## src/rtl/q_matrix_buffer_pkg.sv

```systemverilog
// qr_pkg: constants and types shared by the QR datapath, controller and the
// Q matrix buffer.
//   DATA_WIDTH : Q8.8 word width
//   N          : matrix dimension
//   qmb_state_t: Q buffer FSM states (FILL, STREAM)
package qr_pkg;
  localparam int unsigned DATA_WIDTH = 16;
  localparam int unsigned N          = 3;

  typedef enum logic {
    FILL   = 1'b0,
    STREAM = 1'b1
  } qmb_state_t;
endpackage

```

## src/rtl/q_matrix_buffer_if.sv

```systemverilog
// q_matrix_buffer_if: groups the capture port (from the datapath) and the
// read-out handshake (to the result consumer) of q_matrix_buffer.
//   slave  : buffer side  (captures q columns, streams data_o)
//   master : environment side (datapath strobe + consumer)
interface q_matrix_buffer_if #(
  parameter int unsigned DATA_WIDTH = qr_pkg::DATA_WIDTH
);
  logic                  capture_i;
  logic [DATA_WIDTH-1:0] q1_i;
  logic [DATA_WIDTH-1:0] q2_i;
  logic [DATA_WIDTH-1:0] q3_i;
  logic                  start_read_i;
  logic                  ready_i;
  logic [DATA_WIDTH-1:0] data_o;
  logic                  valid_o;
  logic [1:0]            row_o;
  logic [1:0]            col_o;
  logic                  full_o;
  logic                  done_o;
  logic                  overflow_o;

  modport slave (
    input  capture_i, q1_i, q2_i, q3_i, start_read_i, ready_i,
    output data_o, valid_o, row_o, col_o, full_o, done_o, overflow_o
  );

  modport master (
    output capture_i, q1_i, q2_i, q3_i, start_read_i, ready_i,
    input  data_o, valid_o, row_o, col_o, full_o, done_o, overflow_o
  );
endinterface

```

## src/rtl/q_col_mem.sv

```systemverilog
// q_col_mem: N x N register file indexed [col][row]. One column-wide write
// port (all rows of one column per cycle) and one combinational element
// read port. Synchronous active-high reset clears every word.
//   i_we/i_wcol/i_wdata : column write
//   i_rcol/i_rrow       : read address
//   o_rdata             : element at [i_rcol][i_rrow]
module q_col_mem #(
  parameter int unsigned DATA_WIDTH = 16,
  parameter int unsigned N          = 3,
  parameter int unsigned CW         = $clog2(N + 1)
) (
  input  logic                          clk,
  input  logic                          reset,
  input  logic                          i_we,
  input  logic [CW-1:0]                 i_wcol,
  input  logic [N-1:0][DATA_WIDTH-1:0]  i_wdata,
  input  logic [CW-1:0]                 i_rcol,
  input  logic [CW-1:0]                 i_rrow,
  output logic [DATA_WIDTH-1:0]         o_rdata
);
  logic [N-1:0][N-1:0][DATA_WIDTH-1:0] r_mem;

  always_ff @(posedge clk) begin
    if (reset) begin
      r_mem <= '0;
    end else if (i_we) begin
      for (int unsigned r = 0; r < N; r++) begin
        r_mem[i_wcol][r] <= i_wdata[r];
      end
    end
  end

  assign o_rdata = r_mem[i_rcol][i_rrow];
endmodule

```

## src/rtl/q_matrix_buffer.sv

```systemverilog
// q_matrix_buffer: collects N normalised q columns from the datapath, then
// streams the N x N Q matrix column-major over valid/ready.
//   clk, reset : single clock, synchronous active-high reset
//   bus        : q_matrix_buffer_if slave (capture port, read handshake,
//                full/done/overflow status)
module q_matrix_buffer #(
  parameter int unsigned DATA_WIDTH = qr_pkg::DATA_WIDTH,
  parameter int unsigned N          = qr_pkg::N
) (
  input  logic              clk,
  input  logic              reset,
  q_matrix_buffer_if.slave  bus
);
  import qr_pkg::*;

  localparam int unsigned   CW    = $clog2(N + 1);
  localparam logic [CW-1:0] ONE   = CW'(1);
  localparam logic [CW-1:0] LAST  = CW'(N - 1);
  localparam logic [CW-1:0] NFULL = CW'(N);

  qmb_state_t    r_state;
  logic [CW-1:0] r_wr_col;
  logic [CW-1:0] r_rd_row;
  logic [CW-1:0] r_rd_col;
  logic          r_valid;
  logic          r_done;
  logic          r_overflow;

  logic                         w_full;
  logic                         w_we;
  logic                         w_hs;
  logic [N-1:0][DATA_WIDTH-1:0] w_col_data;
  logic [DATA_WIDTH-1:0]        w_rdata;

  assign w_full = (r_wr_col == NFULL);
  // Captures land only while filling and not yet full; everything else is dropped.
  assign w_we   = bus.capture_i && (r_state == FILL) && !w_full;
  assign w_hs   = r_valid && bus.ready_i;

  // Rows beyond the three q inputs (only when N > 3) repeat q3.
  always_comb begin
    w_col_data = '0;
    for (int unsigned r = 0; r < N; r++) begin
      case (r)
        0:       w_col_data[r] = bus.q1_i;
        1:       w_col_data[r] = bus.q2_i;
        default: w_col_data[r] = bus.q3_i;
      endcase
    end
  end

  q_col_mem #(
    .DATA_WIDTH (DATA_WIDTH),
    .N          (N),
    .CW         (CW)
  ) u_mem (
    .clk     (clk),
    .reset   (reset),
    .i_we    (w_we),
    .i_wcol  (r_wr_col),
    .i_wdata (w_col_data),
    .i_rcol  (r_rd_col),
    .i_rrow  (r_rd_row),
    .o_rdata (w_rdata)
  );

  always_ff @(posedge clk) begin
    if (reset) begin
      r_state    <= FILL;
      r_wr_col   <= '0;
      r_rd_row   <= '0;
      r_rd_col   <= '0;
      r_valid    <= 1'b0;
      r_done     <= 1'b0;
      r_overflow <= 1'b0;
    end else begin
      r_done <= 1'b0;
      case (r_state)
        FILL: begin
          if (w_we) begin
            r_wr_col <= r_wr_col + ONE;
          end
          if (bus.capture_i && w_full) begin
            r_overflow <= 1'b1;
          end
          // Fullness is judged before this cycle's capture, so a capture
          // completing the matrix and a read in the same cycle ignores the read.
          if (bus.start_read_i && w_full) begin
            r_state  <= STREAM;
            r_valid  <= 1'b1;
            r_rd_row <= '0;
            r_rd_col <= '0;
          end
        end
        STREAM: begin
          if (bus.capture_i) begin
            r_overflow <= 1'b1;
          end
          if (w_hs) begin
            if (r_rd_row == LAST) begin
              r_rd_row <= '0;
              if (r_rd_col == LAST) begin
                r_rd_col <= '0;
                r_wr_col <= '0;
                r_valid  <= 1'b0;
                r_done   <= 1'b1;
                r_state  <= FILL;
              end else begin
                r_rd_col <= r_rd_col + ONE;
              end
            end else begin
              r_rd_row <= r_rd_row + ONE;
            end
          end
        end
        default: r_state <= FILL;
      endcase
    end
  end

  assign bus.data_o     = w_rdata;
  assign bus.valid_o    = r_valid;
  assign bus.row_o      = 2'(r_rd_row);
  assign bus.col_o      = 2'(r_rd_col);
  assign bus.full_o     = w_full;
  assign bus.done_o     = r_done;
  assign bus.overflow_o = r_overflow;
endmodule

```

## src/flat_wrapper.sv

```systemverilog
// flat-port wrapper written by rule: the top's interface ports become plain ports
module q_matrix_buffer_flat import qr_pkg::*;
#(
  parameter int unsigned DATA_WIDTH = qr_pkg::DATA_WIDTH,
  parameter int unsigned N          = qr_pkg::N
)
  (clk, reset, bus_capture_i, bus_q1_i, bus_q2_i, bus_q3_i, bus_start_read_i, bus_ready_i, bus_data_o, bus_valid_o, bus_row_o, bus_col_o, bus_full_o, bus_done_o, bus_overflow_o);
  q_matrix_buffer_if #(.DATA_WIDTH(DATA_WIDTH)) bus_i ();
  input  logic clk;
  input  logic reset;
  input wire logic [$bits(bus_i.capture_i)-1:0] bus_capture_i;
  input wire logic [$bits(bus_i.q1_i)-1:0] bus_q1_i;
  input wire logic [$bits(bus_i.q2_i)-1:0] bus_q2_i;
  input wire logic [$bits(bus_i.q3_i)-1:0] bus_q3_i;
  input wire logic [$bits(bus_i.start_read_i)-1:0] bus_start_read_i;
  input wire logic [$bits(bus_i.ready_i)-1:0] bus_ready_i;
  output wire logic [$bits(bus_i.data_o)-1:0] bus_data_o;
  output wire logic [$bits(bus_i.valid_o)-1:0] bus_valid_o;
  output wire logic [$bits(bus_i.row_o)-1:0] bus_row_o;
  output wire logic [$bits(bus_i.col_o)-1:0] bus_col_o;
  output wire logic [$bits(bus_i.full_o)-1:0] bus_full_o;
  output wire logic [$bits(bus_i.done_o)-1:0] bus_done_o;
  output wire logic [$bits(bus_i.overflow_o)-1:0] bus_overflow_o;
  assign bus_i.capture_i = bus_capture_i;
  assign bus_i.q1_i = bus_q1_i;
  assign bus_i.q2_i = bus_q2_i;
  assign bus_i.q3_i = bus_q3_i;
  assign bus_i.start_read_i = bus_start_read_i;
  assign bus_i.ready_i = bus_ready_i;
  assign bus_data_o = bus_i.data_o;
  assign bus_valid_o = bus_i.valid_o;
  assign bus_row_o = bus_i.row_o;
  assign bus_col_o = bus_i.col_o;
  assign bus_full_o = bus_i.full_o;
  assign bus_done_o = bus_i.done_o;
  assign bus_overflow_o = bus_i.overflow_o;
  q_matrix_buffer #(.DATA_WIDTH(DATA_WIDTH), .N(N)) u_core (.clk(clk), .reset(reset), .bus(bus_i));
endmodule
```

## config.mk

```make
export PLATFORM = sky130hd
export DESIGN_NAME = q_matrix_buffer_flat
export DESIGN_NICKNAME = d
export VERILOG_FILES = /design/src/rtl/q_matrix_buffer_pkg.sv /design/src/rtl/q_matrix_buffer_if.sv /design/src/rtl/q_col_mem.sv /design/src/rtl/q_matrix_buffer.sv /design/src/flat_wrapper.sv
export SDC_FILE = /design/constraint.sdc
export NUM_CORES = 1
export LEC_CHECK = 0
export ABC_AREA = 1
export BUFFER_PORTS_ARGS = -buffer_cell sky130_fd_sc_hd__buf_2
export CAP_MARGIN = 5
export CORE_AREA = 5 5 114 116
export DETAILED_ROUTE_END_ITERATION = 7
export DIE_AREA = 0 0 119 121
export GPL_ROUTABILITY_DRIVEN = 0
export PLACE_DENSITY = 0.77
export SLEW_MARGIN = 10
export SYNTH_ARGS = -nofsm -noshare
export SYNTH_HDL_FRONTEND = slang
export SYNTH_SLANG_ARGS = --single-unit
```

## constraint.sdc

```tcl
create_clock -name clk -period 1.91 [get_ports clk]
set_clock_uncertainty 0.1 [all_clocks]
set_input_delay 0.191 -clock clk [delete_from_list [all_inputs] [get_ports clk]]
set_output_delay 0.191 -clock clk [all_outputs]
set_load 0.02 [all_outputs]
```

==> qor.txt <==
Min-delay worst type - in -> reg
Grt met3 use - 6.527%
Fillers - 758
Mapped Cells - 980
Sequential share of power - 40.6%
Min Tclk post-route - 2.093 ns
Yosys top cell area share - 46.39%
Rows - 40
Synth Warn # - 0
Cells on worst reg2reg path - 8
Total wire length - 23.15 mm
Max cap viols - 0
R2R setup slack - 0.17 ns
Clk Latency, worst-skew pair - 0.43 ns
Unrepaired setup endpoints after global routing - true
Final hold vios - 0
Setup TNS Final - -2.503 ns
Routed vias - 7,339
Status - finished, violations left
Distinct cell type count after synthesis - 20
DR DRC count - 0
Synth cell count leaders - nor2_1, nand2_1, dfxtp_1, o21ai_0, nand3_1
Post-DP HPWL - 11.34 mm
Die Y - 121 um
Initial Util - 56.26%
Pleak - 4.266 nW
PnR Total Power - 8.999 mW
Drt first pass iters - 8
Grt met2 use - 48.57%
Relative slew slack - 64.99%
DRT iter0 DRCs - 993
Num ports - 77
Post-route clock period utilization - 109.6%
Area contributors post-synth - dfxtp_1, nor2_1, nand2_1
Vias per inst - 5.774
Largest net degree at the start of global routing - 150
DIE AREA - 0.01440 mm^2
Worst slew pin tran - 0.5251 ns
Psw - 2.372 mW
Most frequent CP cell - buf_6
Syn nets - 1,038
Comb power frac - 17.6%
CP startpoint kind - register
IO Port Bufs - 76
Avg Inst Size Synth - 6.781 um^2
CP Buf/Inv Count - 5
Worst Path Required - 1.62 ns
Final setup vio count - 16
Core area - 0.01181 mm^2
Critical Path End - bus_data_o[5]
Antenna violations before repair - 0
Synth area leader - dfxtp_1
Post-synthesis sequential area ratio - 46.39%
Failing checks - negative setup slack
Worst hold slack - 0.02996 ns
Antenna Nets Post-Route - 0
Worst EP arrival - 1.80 ns
Ys async rst share - 0%
Share of cells above drive strength 1 - 25.18%
Top Usage Layer GRT - met2
Max Buffers Root-to-Sink - 2
RR Endpoint - u_core.u_mem.r_mem[34]
Final Max Slew Viols - 0
Cells along the critical path - buf_6, inv_4, nor2_4, buf_6, clkbuf_16, nand2_2, nand3_2, nand2_2, nand3_2, buf_6
N_diodes - 0
Pint - 6.626 mW
Crit-path slowest cell - dfxtp_2
Root Buffer - clkbuf_16
Critical path origin - u_core.bus.col_o[0]
Crit Path Max Fanout - 6
Area Overhead vs Synth - 41.31%
Grt total ovfl - 0
Pwr Density - 958.3 mW/mm^2
GR Util All Layers - 29.30%
CTS H-tree depth - 4
FF+latch count, synth - 154
Kind of cell adding the most delay to the critical path - buffers and inverters
Critical Path End Type - primary output
Final setup margin - -0.1834 ns
Sw Ratio - 26.36%
VDD IR max - 0.7109 mV
Flip-flop cell with the highest count after synthesis - dfxtp_1
Die X - 119 um
WS Path Type - reg -> out
Num CTS Buffers - 17
Clk sink count - 154
Count leader, synth - nor2_1
Maximum clock frequency - 477.7 MHz
Critical Path Max Stage Delay - 0.34 ns
RR Startpoint - u_core.r_wr_col[0]
CTS tree - done
Path length in cells of the critical path - 10
DR WL/cell - 18.22 um
Met1 global-route usage - 35.38%
Number of global-route vias before repair - 6,608
Post-synth EDFFs - 0
Synth Cell Area - 0.006645 mm^2
Nets@finish - 1,169
Clock power share - 41.8%
Reg clk slew, reported paths - 0.06 ns
First-pass GRT wire length - 33.48 mm
-- metal layers --
layer | share of wire, % | wire [um]
met5 | 0 | 0
met4 | 6.0 | 1381
met3 | 11 | 2447
met2 | 47 | 10780
met1 | 37 | 8540
-- cell usage in the layout, fill, tap and decap left out, drive strengths merged --
master / instances
a21oi: 6
buf: 118
bufinv: 5
clkbuf: 33
clkinv: 1
clkinvlp: 1
dfxtp: 154
dlygate4sd3: 51
ha: 5
inv: 16
nand2: 210
nand3: 70
nor2: 300
nor3: 3
o21ai: 150
o31ai: 1
-- registers in the layout, indices dropped and copies added (netlist names) --
| signal | cells |
|---|---|
| u_core.r_wr_col | 2 |
| u_core.bus.row_o | 2 |
| u_core.u_mem.r_mem | 144 |
| u_core.bus.done_o | 1 |
| u_core.bus.valid_o | 1 |
| u_core.bus.col_o | 2 |
| u_core.r_state | 1 |
| u_core.bus.overflow_o | 1 |
-- worst reg2reg max path, stage by stage, from the launching register on --
cell	delay [ns]
dfxtp_1	0.35
ha_1	0.22
nor2_1	0.12
nand2_2	0.08
inv_2	0.10
nand2_2	0.10
buf_12	0.19
o21ai_0	0.27
nor2_1	0.09
-- cell families (layout without fill, tap and decap cells) --
group / count (synthesis) / after routing / share of synthesized area [%]
adder cells (fa/ha/maj): 5 / 5 / 0.9414
buffers and inverters: 81 / 225 / 6.270
AO/OA/AOI/OAI: 157 / 157 / 11.86
flip-flops: 154 / 154 / 46.39
AND/OR/NAND/NOR: 583 / 583 / 34.53
-- cell type report --
class | instances | area (um^2) | share of cell area [%]
Multi-Input combinational cell | 745 | 3626 | 38.61
Sequential cell | 154 | 3088 | 32.88
Timing Repair Buffer | 176 | 1769 | 18.84
Clock buffer | 26 | 499.2 | 5.316
Tap cell | 147 | 183.9 | 1.959
Clock inverter | 6 | 157.7 | 1.679
Inverter | 17 | 66.31 | 0.7062
-- how the worst min path moves through the flow --
stage / from / to / depth (start not counted)
after floorplan: reset / u_core.bus.overflow_o / 1
after global placement: u_core.bus.overflow_o / u_core.bus.overflow_o / 2
after detailed placement: u_core.bus.overflow_o / u_core.bus.overflow_o / 2
after CTS: bus_start_read_i / u_core.bus.valid_o / 3
after global routing: bus_start_read_i / u_core.bus.valid_o / 3
final: bus_start_read_i / u_core.bus.valid_o / 3
-- per-stage QoR --
| stage | utilization (%) | setup WS [ns] | std cells | cell area (um^2) |
|---|---|---|---|---|
| 4_1_cts | 74.98 | -0.1811 | 1261 | 8856 |
| 3_5_place_dp | 61.36 | 0.1427 | 1167 | 7247 |
| 6_report | 79.50 | -0.1834 | 1271 | 9390 |
| 3_3_place_gp | 61.36 | 0.1761 | 1167 | 7247 |
| 5_1_grt | 79.50 | -0.2166 | 1271 | 9390 |
| 2_1_floorplan | - | 0.2249 | 980 | 6645 |
-- power groups by stage --
stage / sequential [mW] / combinational (mW) / clock (mW)
4_1_cts: 3.62 / 1.42 / 3.78
5_1_grt: 3.67 / 1.72 / 3.92
3_3_place_gp: 3.68 / 1.16 / 0
2_1_floorplan: 3.66 / 0.822 / 0
6_report: 3.65 / 1.58 / 3.76
3_5_place_dp: 3.69 / 1.18 / 0
-- timing repair --
item,in CTS,in global routing
endpoints found under the hold margin,139,0
endpoints found under the setup margin,16,31
cloned,4,9
buffers inserted,7,3
gates resized for setup,74,100
hold buffers,51,0
pin swaps,7,44
Note: power is estimated with default switching activity, not from simulation.
